## config.mk

```make
export PLATFORM = sky130hd
export DESIGN_NAME = mem_access_unit_flat
export DESIGN_NICKNAME = d
export VERILOG_FILES = /design/src/rtl/mau_pkg.sv /design/src/rtl/mau_if.sv /design/src/rtl/mau_load_extend.sv /design/src/rtl/mem_access_unit.sv /design/src/flat_wrapper.sv
export SDC_FILE = /design/constraint.sdc
export NUM_CORES = 1
export LEC_CHECK = 0
export ABC_CLOCK_PERIOD_IN_PS = 3800
export CAP_MARGIN = 20
export CORE_ASPECT_RATIO = 0.75
export CORE_MARGIN = 5
export CORE_UTILIZATION = 45
export DETAILED_ROUTE_END_ITERATION = 10
export MAX_ROUTING_LAYER = met4
export PLACE_DENSITY = 0.92
export SLEW_MARGIN = 20
export SYNTH_ARGS = -nofsm -noshare
export SYNTH_HDL_FRONTEND = slang
export SYNTH_SLANG_ARGS = --single-unit
```

## constraint.sdc

```tcl
create_clock -name clk -period 3.8 [get_ports clk]
set_input_delay 0.57 -clock clk [delete_from_list [all_inputs] [get_ports clk]]
set_output_delay 0.57 -clock clk [all_outputs]
set_load 0.01 [all_outputs]
```

## src/rtl/mau_pkg.sv

```systemverilog
// Shared definitions for the load/store unit: op codes, FSM encoding and access-size helpers.
// Also used by the CPU writeback path through mau_load_extend.
package mau_pkg;

  localparam logic [2:0] OP_W  = 3'b000;
  localparam logic [2:0] OP_B  = 3'b101;
  localparam logic [2:0] OP_BU = 3'b001;
  localparam logic [2:0] OP_H  = 3'b111;
  localparam logic [2:0] OP_HU = 3'b011;

  // Widest byte-enable any instance may need (XLEN up to 256).
  localparam int MAX_BE = 32;

  typedef enum logic [1:0] {
    ST_IDLE   = 2'd0,
    ST_ACCESS = 2'd1,
    ST_RESP   = 2'd2
  } state_e;

  typedef enum logic [1:0] {
    SZ_B = 2'd0,
    SZ_H = 2'd1,
    SZ_W = 2'd2
  } size_e;

  typedef struct packed {
    logic       we;
    logic [2:0] op;
  } req_ctl_t;

  // op[0]=0 covers word plus the undefined codes, which all behave as a word.
  function automatic size_e op_size(input logic [2:0] op);
    if (!op[0]) return SZ_W;
    return op[1] ? SZ_H : SZ_B;
  endfunction

  function automatic logic [MAX_BE-1:0] size_mask(input logic [2:0] op);
    logic [MAX_BE-1:0] m;
    m = '0;
    case (op_size(op))
      SZ_B:    m[0]   = 1'b1;
      SZ_H:    m[1:0] = 2'b11;
      default: m      = '1;
    endcase
    return m;
  endfunction

endpackage

```

## src/rtl/mau_if.sv

```systemverilog
// CPU-side request/response and memory-side bus bundle for mem_access_unit.
// slave = the load/store unit itself; master = the CPU control and memory around it.
interface mau_if #(
  parameter int XLEN   = 32,
  parameter int ADDR_W = 32
);
  logic              req_valid;
  logic              req_ready;
  logic              req_we;
  logic [2:0]        req_op;
  logic [ADDR_W-1:0] req_addr;
  logic [XLEN-1:0]   req_wdata;
  logic              resp_valid;
  logic [XLEN-1:0]   resp_rdata;
  logic              resp_err;
  logic              mem_req;
  logic              mem_we;
  logic [ADDR_W-1:0] mem_addr;
  logic [XLEN/8-1:0] mem_be;
  logic [XLEN-1:0]   mem_wdata;
  logic              mem_ack;
  logic [XLEN-1:0]   mem_rdata;

  modport slave (
    input  req_valid, req_we, req_op, req_addr, req_wdata, mem_ack, mem_rdata,
    output req_ready, resp_valid, resp_rdata, resp_err,
           mem_req, mem_we, mem_addr, mem_be, mem_wdata
  );

  modport master (
    output req_valid, req_we, req_op, req_addr, req_wdata, mem_ack, mem_rdata,
    input  req_ready, resp_valid, resp_rdata, resp_err,
           mem_req, mem_we, mem_addr, mem_be, mem_wdata
  );
endinterface

```

## src/rtl/mau_load_extend.sv

```systemverilog
// Combinational lane select plus sign/zero extension of a full memory word.
// Little-endian: the selected byte/half starts at byte lane lane_i.
module mau_load_extend
  import mau_pkg::*;
#(
  parameter int XLEN = 32
) (
  input  logic [XLEN-1:0]              word_i,
  input  logic [$clog2(XLEN/8)-1:0]    lane_i,
  input  logic [2:0]                   op_i,
  output logic [XLEN-1:0]              data_o
);

  logic [XLEN-1:0] shifted;
  logic            sgn;

  always_comb begin
    shifted = word_i >> {lane_i, 3'b000};
    sgn     = 1'b0;
    data_o  = word_i;
    case (op_size(op_i))
      SZ_B: begin
        sgn    = op_i[2] & shifted[7];
        data_o = {{(XLEN-8){sgn}}, shifted[7:0]};
      end
      SZ_H: begin
        sgn    = op_i[2] & shifted[15];
        data_o = {{(XLEN-16){sgn}}, shifted[15:0]};
      end
      default: data_o = word_i;
    endcase
  end

endmodule

```

## src/rtl/mem_access_unit.sv

```systemverilog
// Sequential load/store unit: one request at a time, word-aligned byte-enabled bus,
// bounded wait for mem_ack, extended load data or err back to the CPU.
module mem_access_unit
  import mau_pkg::*;
#(
  parameter int XLEN    = 32,
  parameter int ADDR_W  = 32,
  parameter int TIMEOUT = 15
) (
  input  logic clk,
  input  logic rst,
  mau_if.slave bus
);

  localparam int BE_W   = XLEN / 8;
  localparam int LANE_W = $clog2(BE_W);
  localparam int CNT_W  = (TIMEOUT > 1) ? $clog2(TIMEOUT) : 1;
  localparam logic [CNT_W-1:0] CNT_LAST = (TIMEOUT > 0) ? CNT_W'(TIMEOUT - 1) : '0;

  state_e            state_q, state_d;
  req_ctl_t          ctl_q, ctl_d;
  logic [ADDR_W-1:0] addr_q, addr_d;
  logic [XLEN-1:0]   wdata_q, wdata_d;
  logic [XLEN-1:0]   rdata_q, rdata_d;
  logic              err_q, err_d;
  logic [CNT_W-1:0]  cnt_q, cnt_d;

  logic [LANE_W-1:0] req_lane;
  logic [LANE_W-1:0] lane_q;
  logic              misaligned;
  logic [XLEN-1:0]   ext_data;
  logic [MAX_BE-1:0] mask_full;
  logic [BE_W-1:0]   be;
  logic [XLEN-1:0]   wdata_rep;
  logic              in_access;
  logic              in_resp;

  assign req_lane = bus.req_addr[LANE_W-1:0];
  assign lane_q   = addr_q[LANE_W-1:0];

  always_comb begin
    misaligned = 1'b0;
    case (op_size(bus.req_op))
      SZ_H:    misaligned = req_lane[0];
      SZ_W:    misaligned = |req_lane;
      default: misaligned = 1'b0;
    endcase
  end

  mau_load_extend #(.XLEN(XLEN)) u_load_extend (
    .word_i (bus.mem_rdata),
    .lane_i (lane_q),
    .op_i   (ctl_q.op),
    .data_o (ext_data)
  );

  always_comb begin
    state_d = state_q;
    ctl_d   = ctl_q;
    addr_d  = addr_q;
    wdata_d = wdata_q;
    rdata_d = rdata_q;
    err_d   = err_q;
    cnt_d   = cnt_q;
    case (state_q)
      ST_IDLE: begin
        if (bus.req_valid) begin
          ctl_d   = '{we: bus.req_we, op: bus.req_op};
          addr_d  = bus.req_addr;
          wdata_d = bus.req_wdata;
          rdata_d = '0;
          cnt_d   = '0;
          err_d   = misaligned;
          // Misaligned requests never touch the bus.
          state_d = misaligned ? ST_RESP : ST_ACCESS;
        end
      end
      ST_ACCESS: begin
        if (bus.mem_ack) begin
          rdata_d = ctl_q.we ? '0 : ext_data;
          state_d = ST_RESP;
        end else if ((TIMEOUT != 0) && (cnt_q == CNT_LAST)) begin
          err_d   = 1'b1;
          state_d = ST_RESP;
        end else begin
          cnt_d = cnt_q + 1'b1;
        end
      end
      ST_RESP: state_d = ST_IDLE;
      default: state_d = ST_IDLE;
    endcase
  end

  always_ff @(posedge clk or posedge rst) begin
    if (rst) begin
      state_q <= ST_IDLE;
      ctl_q   <= '0;
      addr_q  <= '0;
      wdata_q <= '0;
      rdata_q <= '0;
      err_q   <= 1'b0;
      cnt_q   <= '0;
    end else begin
      state_q <= state_d;
      ctl_q   <= ctl_d;
      addr_q  <= addr_d;
      wdata_q <= wdata_d;
      rdata_q <= rdata_d;
      err_q   <= err_d;
      cnt_q   <= cnt_d;
    end
  end

  // Bus lanes: size mask shifted to the addressed lane, store data replicated everywhere.
  always_comb begin
    mask_full = size_mask(ctl_q.op);
    be        = mask_full[BE_W-1:0] << lane_q;
    case (op_size(ctl_q.op))
      SZ_B:    wdata_rep = {BE_W{wdata_q[7:0]}};
      SZ_H:    wdata_rep = {(BE_W/2){wdata_q[15:0]}};
      default: wdata_rep = wdata_q;
    endcase
  end

  // All bus outputs derive from the async-reset state, so rst drops them without a clock.
  assign in_access = (state_q == ST_ACCESS);
  assign in_resp   = (state_q == ST_RESP);

  assign bus.req_ready  = (state_q == ST_IDLE);
  assign bus.resp_valid = in_resp;
  assign bus.resp_err   = in_resp & err_q;
  assign bus.resp_rdata = in_resp ? rdata_q : '0;

  assign bus.mem_req   = in_access;
  assign bus.mem_we    = in_access & ctl_q.we;
  assign bus.mem_addr  = in_access ? {addr_q[ADDR_W-1:LANE_W], {LANE_W{1'b0}}} : '0;
  assign bus.mem_be    = in_access ? be : '0;
  assign bus.mem_wdata = (in_access && ctl_q.we) ? wdata_rep : '0;

endmodule

```

## src/flat_wrapper.sv

```systemverilog
// flat-port wrapper written by rule: the top's interface ports become plain ports
module mem_access_unit_flat import mau_pkg::*;
#(
  parameter int XLEN    = 32,
  parameter int ADDR_W  = 32,
  parameter int TIMEOUT = 15
)
  (clk, rst, bus_req_valid, bus_req_we, bus_req_op, bus_req_addr, bus_req_wdata, bus_mem_ack, bus_mem_rdata, bus_req_ready, bus_resp_valid, bus_resp_rdata, bus_resp_err, bus_mem_req, bus_mem_we, bus_mem_addr, bus_mem_be, bus_mem_wdata);
  mau_if #(.XLEN(XLEN), .ADDR_W(ADDR_W)) bus_i ();
  input  logic clk;
  input  logic rst;
  input wire logic [$bits(bus_i.req_valid)-1:0] bus_req_valid;
  input wire logic [$bits(bus_i.req_we)-1:0] bus_req_we;
  input wire logic [$bits(bus_i.req_op)-1:0] bus_req_op;
  input wire logic [$bits(bus_i.req_addr)-1:0] bus_req_addr;
  input wire logic [$bits(bus_i.req_wdata)-1:0] bus_req_wdata;
  input wire logic [$bits(bus_i.mem_ack)-1:0] bus_mem_ack;
  input wire logic [$bits(bus_i.mem_rdata)-1:0] bus_mem_rdata;
  output wire logic [$bits(bus_i.req_ready)-1:0] bus_req_ready;
  output wire logic [$bits(bus_i.resp_valid)-1:0] bus_resp_valid;
  output wire logic [$bits(bus_i.resp_rdata)-1:0] bus_resp_rdata;
  output wire logic [$bits(bus_i.resp_err)-1:0] bus_resp_err;
  output wire logic [$bits(bus_i.mem_req)-1:0] bus_mem_req;
  output wire logic [$bits(bus_i.mem_we)-1:0] bus_mem_we;
  output wire logic [$bits(bus_i.mem_addr)-1:0] bus_mem_addr;
  output wire logic [$bits(bus_i.mem_be)-1:0] bus_mem_be;
  output wire logic [$bits(bus_i.mem_wdata)-1:0] bus_mem_wdata;
  assign bus_i.req_valid = bus_req_valid;
  assign bus_i.req_we = bus_req_we;
  assign bus_i.req_op = bus_req_op;
  assign bus_i.req_addr = bus_req_addr;
  assign bus_i.req_wdata = bus_req_wdata;
  assign bus_i.mem_ack = bus_mem_ack;
  assign bus_i.mem_rdata = bus_mem_rdata;
  assign bus_req_ready = bus_i.req_ready;
  assign bus_resp_valid = bus_i.resp_valid;
  assign bus_resp_rdata = bus_i.resp_rdata;
  assign bus_resp_err = bus_i.resp_err;
  assign bus_mem_req = bus_i.mem_req;
  assign bus_mem_we = bus_i.mem_we;
  assign bus_mem_addr = bus_i.mem_addr;
  assign bus_mem_be = bus_i.mem_be;
  assign bus_mem_wdata = bus_i.mem_wdata;
  mem_access_unit #(.XLEN(XLEN), .ADDR_W(ADDR_W), .TIMEOUT(TIMEOUT)) u_core (.clk(clk), .rst(rst), .bus(bus_i));
endmodule
```

==> results.yml <==
run:
  drv_cap: 0
cts:
  ctsResizeCount: 0
  cts_setup_buffers: 0
  cts.sinks: 107
  cts_buffers: 9
  clkSlewWorstSetupHoldPaths_ns: 0.07
  cts_max_level: 3
  cts_tree: "yes"
  hold_buffers: 0
  cts_root_buffer: "clkbuf_16"
  clk_latency_ns: 0.35
  clockBufferDepth: 2
grt:
  track_usage_pct: 23.8
  grt_first_pass_wirelength_um: 27400
  grt_overflow: 0
  grt_pass1_vias: 5230
  grt_antenna_before_repair: 0
  grt_max_degree: 80
worst_setup_path:
  worstPathRequired_ns: 3.23
  arrival_ns: 2.64
  cp_max_fo: 16
  worstSetupStartpointType: "register"
  reg2reg_depth: 4
  cp_slowest_cell: "clkdlybuf4s50_1"
  cp-end-kind: "output port"
  reg2reg_slack_ns: 1.35
  worstReg2RegEnd: "u_core.rdata_q[23]"
  crit_end: "bus_mem_wdata[12]"
  crit_type: "reg -> out"
  cpPeakStageDelay_ns: 0.59
  cp-startpoint: "u_core.ctl_q[1]"
  timing.rr.start: "u_core.addr_q[1]"
  worstPathCellList: "buf_4, nor2b_1, nand2_1, a21oi_1, clkdlybuf4s50_1"
die:
  std_cell_rows: 35
  start_util_pct: 45.5
  io-pin-count: 209
  dieArea_um2: 14700
  fp.coreArea_um2: 12200
  die-height_um: 106
  die_w_um: 138
final_layout:
  antenna_cells: 0
  n_fill_cell: 984
  fin_area_um2: 8030
  area_growth_pct: 44.2
  num-nets-final: 939
  drive_above_1_share_pct: 4.06
  ff_latch_area_um2: 2680
  multi_input_area_um2: 2650
power_and_ir_drop:
  p_per_area_nw_per_um2: 546
  leakage_nw: 3.74
  total_power_w: 0.00438
  vdd_drop_max_mv: 0.319
placement:
  numPortBuffers: 206
  gp_congestion: 0.913
  hpwl_um: 12800
  placed_area_um2: 7720
  place_ws_ns: 0.971
yosys:
  yosys-top-cells-area: "dfrtp_1 (48%), nand2_1 (16%), and2_1 (7.2%)"
  ys_ff_latch: 107
  ys_warn_count: 0
  synth_cells: 654
  synth-edff-count: 0
  synthesis.area_um2: 5560
  synth.top_cell.area_share_pct: 48.1
  async_flop_share_pct: 100
  yosys_most_used_dff: "dfrtp_1"
  yosys.cell_count.top_type: "nand2_1"
  synth-seq-area-share_pct: 48.1
  syn_area_per_cell_um2: 8.51
  ys_types: 39
  synth_commonest_cells: "nand2_1 (235), dfrtp_1 (107), and2_1 (64)"
  synth_area_leader_cell: "dfrtp_1"
detailed_routing:
  wl_per_cell_um: 17.2
  drt_iter0_markers: 351
  vias_per_cell: 5.31
  routed_wl_um: 17300
  via_count: 5328
  dr.pass1.iters: 6
  antenna_left: 0
  drc: 0
sta:
  finalCritPeriodShare_pct: 84.5
  maxSlewViolCount: 0
  maxSlewHeadroom_pct: 42.6
  finalSetupViolations: 0
  hold_violations: 0
  fmax_ghz: 0.311
  tightest_slew_ns: 0.860
  min_period_ns: 3.21
  final.setup.tns_ns: 0
  clock_skew_ns: 0.00953
  rsz0062_at_grt: "false"
  timing.final.ws_setup_ns: 0.589
hold_path:
  hold_class: "reg -> reg"
run_status:
  outcome: "completed"
-- sequential cells by signal (all words and copies together), names as in the netlist --
signal / cells
u_core.addr_q: 32
u_core.cnt_q: 4
u_core.ctl_q: 4
u_core.err_q: 1
u_core.rdata_q: 32
u_core.state_q: 2
u_core.wdata_q: 32
-- report_power, final --
group / switching, W / total, W / leakage [nW] / internal, W
sequential: 0.000340 / 0.00184 / 1.37 / 0.00150
clock: 0.000419 / 0.000951 / 0.146 / 0.000532
combinational: 0.000865 / 0.00160 / 2.22 / 0.000730
total: 0.00162 / 0.00438 / 3.74 / 0.00276
-- through the flow --
stage	hold WS [ns]	utilization (%)	cells
2_1_floorplan	0.430	-	655
5_1_grt	0.483	65.7	1004
4_1_cts	0.469	65.7	1004
6_report	0.467	65.7	1004
3_3_place_gp	0.445	63.2	988
3_5_place_dp	0.454	63.2	988
-- area by class of cell --
type | instances | share of cell area, %
tap | 166 | 2.59
sequential | 107 | 33.4
multi-input combinational | 491 | 33.0
timing repair buffer | 218 | 27.0
inverter | 6 | 0.343
clock inverter | 5 | 0.748
clock buffer | 11 | 3.02
-- layout by cell type (no fill, tap or decap), types with 2 or more instances in the layout --
cell type,Yosys,layout
nand2_1,235,234
clkdlybuf4s50_1,0,206
dfrtp_1,107,107
and2_1,64,63
mux2i_1,26,26
o21ai_0,23,23
a21oi_1,23,23
nor2_1,21,21
a221o_1,16,16
o2bb2ai_1,14,14
buf_4,2,11
and3_1,10,10
a211oi_1,9,9
clkbuf_16,0,9
a21o_1,7,7
nor2b_1,5,5
inv_1,6,5
nand2b_1,5,5
nor3_1,5,5
nand3_1,5,5
nor3b_1,2,2
o31a_1,2,2
inv_6,0,2
xor2_1,2,2
o221ai_1,2,2
ha_1,2,2
conb_1,1,2
-- critical path, delay by kind of cell (launching register included) --
kind / cells / cell delay (ns)
compound gates: 1 / 0.17
buf+inv: 2 / 0.87
flops: 1 / 0.55
simple gates: 2 / 0.70
-- worst min path at each step --
stage | from | depth (start not counted) | slack (ns) | to
finish | u_core.rdata_q[15] | 2 | 0.47 | u_core.rdata_q[15]
global route | u_core.rdata_q[3] | 1 | 0.48 | u_core.rdata_q[3]
CTS | u_core.rdata_q[15] | 2 | 0.47 | u_core.rdata_q[15]
detailed placement | u_core.rdata_q[15] | 2 | 0.45 | u_core.rdata_q[15]
global placement | u_core.rdata_q[15] | 2 | 0.45 | u_core.rdata_q[15]
floorplan | u_core.rdata_q[15] | 2 | 0.43 | u_core.rdata_q[15]
-- cell families (layout without fill, tap and decap cells) --
| family | after synthesis | after routing | share of synthesized area, % |
|---|---|---|---|
| AO/OA/AOI/OAI | 101 | 101 | 12.8 |
| multiplexers | 28 | 28 | 5.28 |
| AND/OR/NAND/NOR | 356 | 356 | 28.5 |
| buffers and inverters | 57 | 240 | 4.47 |
| XOR/XNOR | 2 | 2 | 0.315 |
| adder cells (fa/ha/maj) | 2 | 2 | 0.450 |
| other | 1 | 2 | 0.0674 |
| flip-flops | 107 | 107 | 48.1 |
-- metal layers --
| layer | part of all wire, % | vias to the layer above | track usage [%] | wire (um) |
|---|---|---|---|---|
| li1 | - | 2512 | - | - |
| met2 | 45 | 254 | 36.3 | 7820 |
| met4 | 1.8 | 0 | 6.56 | 315 |
| met5 | 0 | - | - | 0 |
| met1 | 42 | 2534 | 30.7 | 7340 |
| met3 | 10 | 28 | 7.82 | 1790 |
Note: power is estimated with default switching activity, not from simulation.
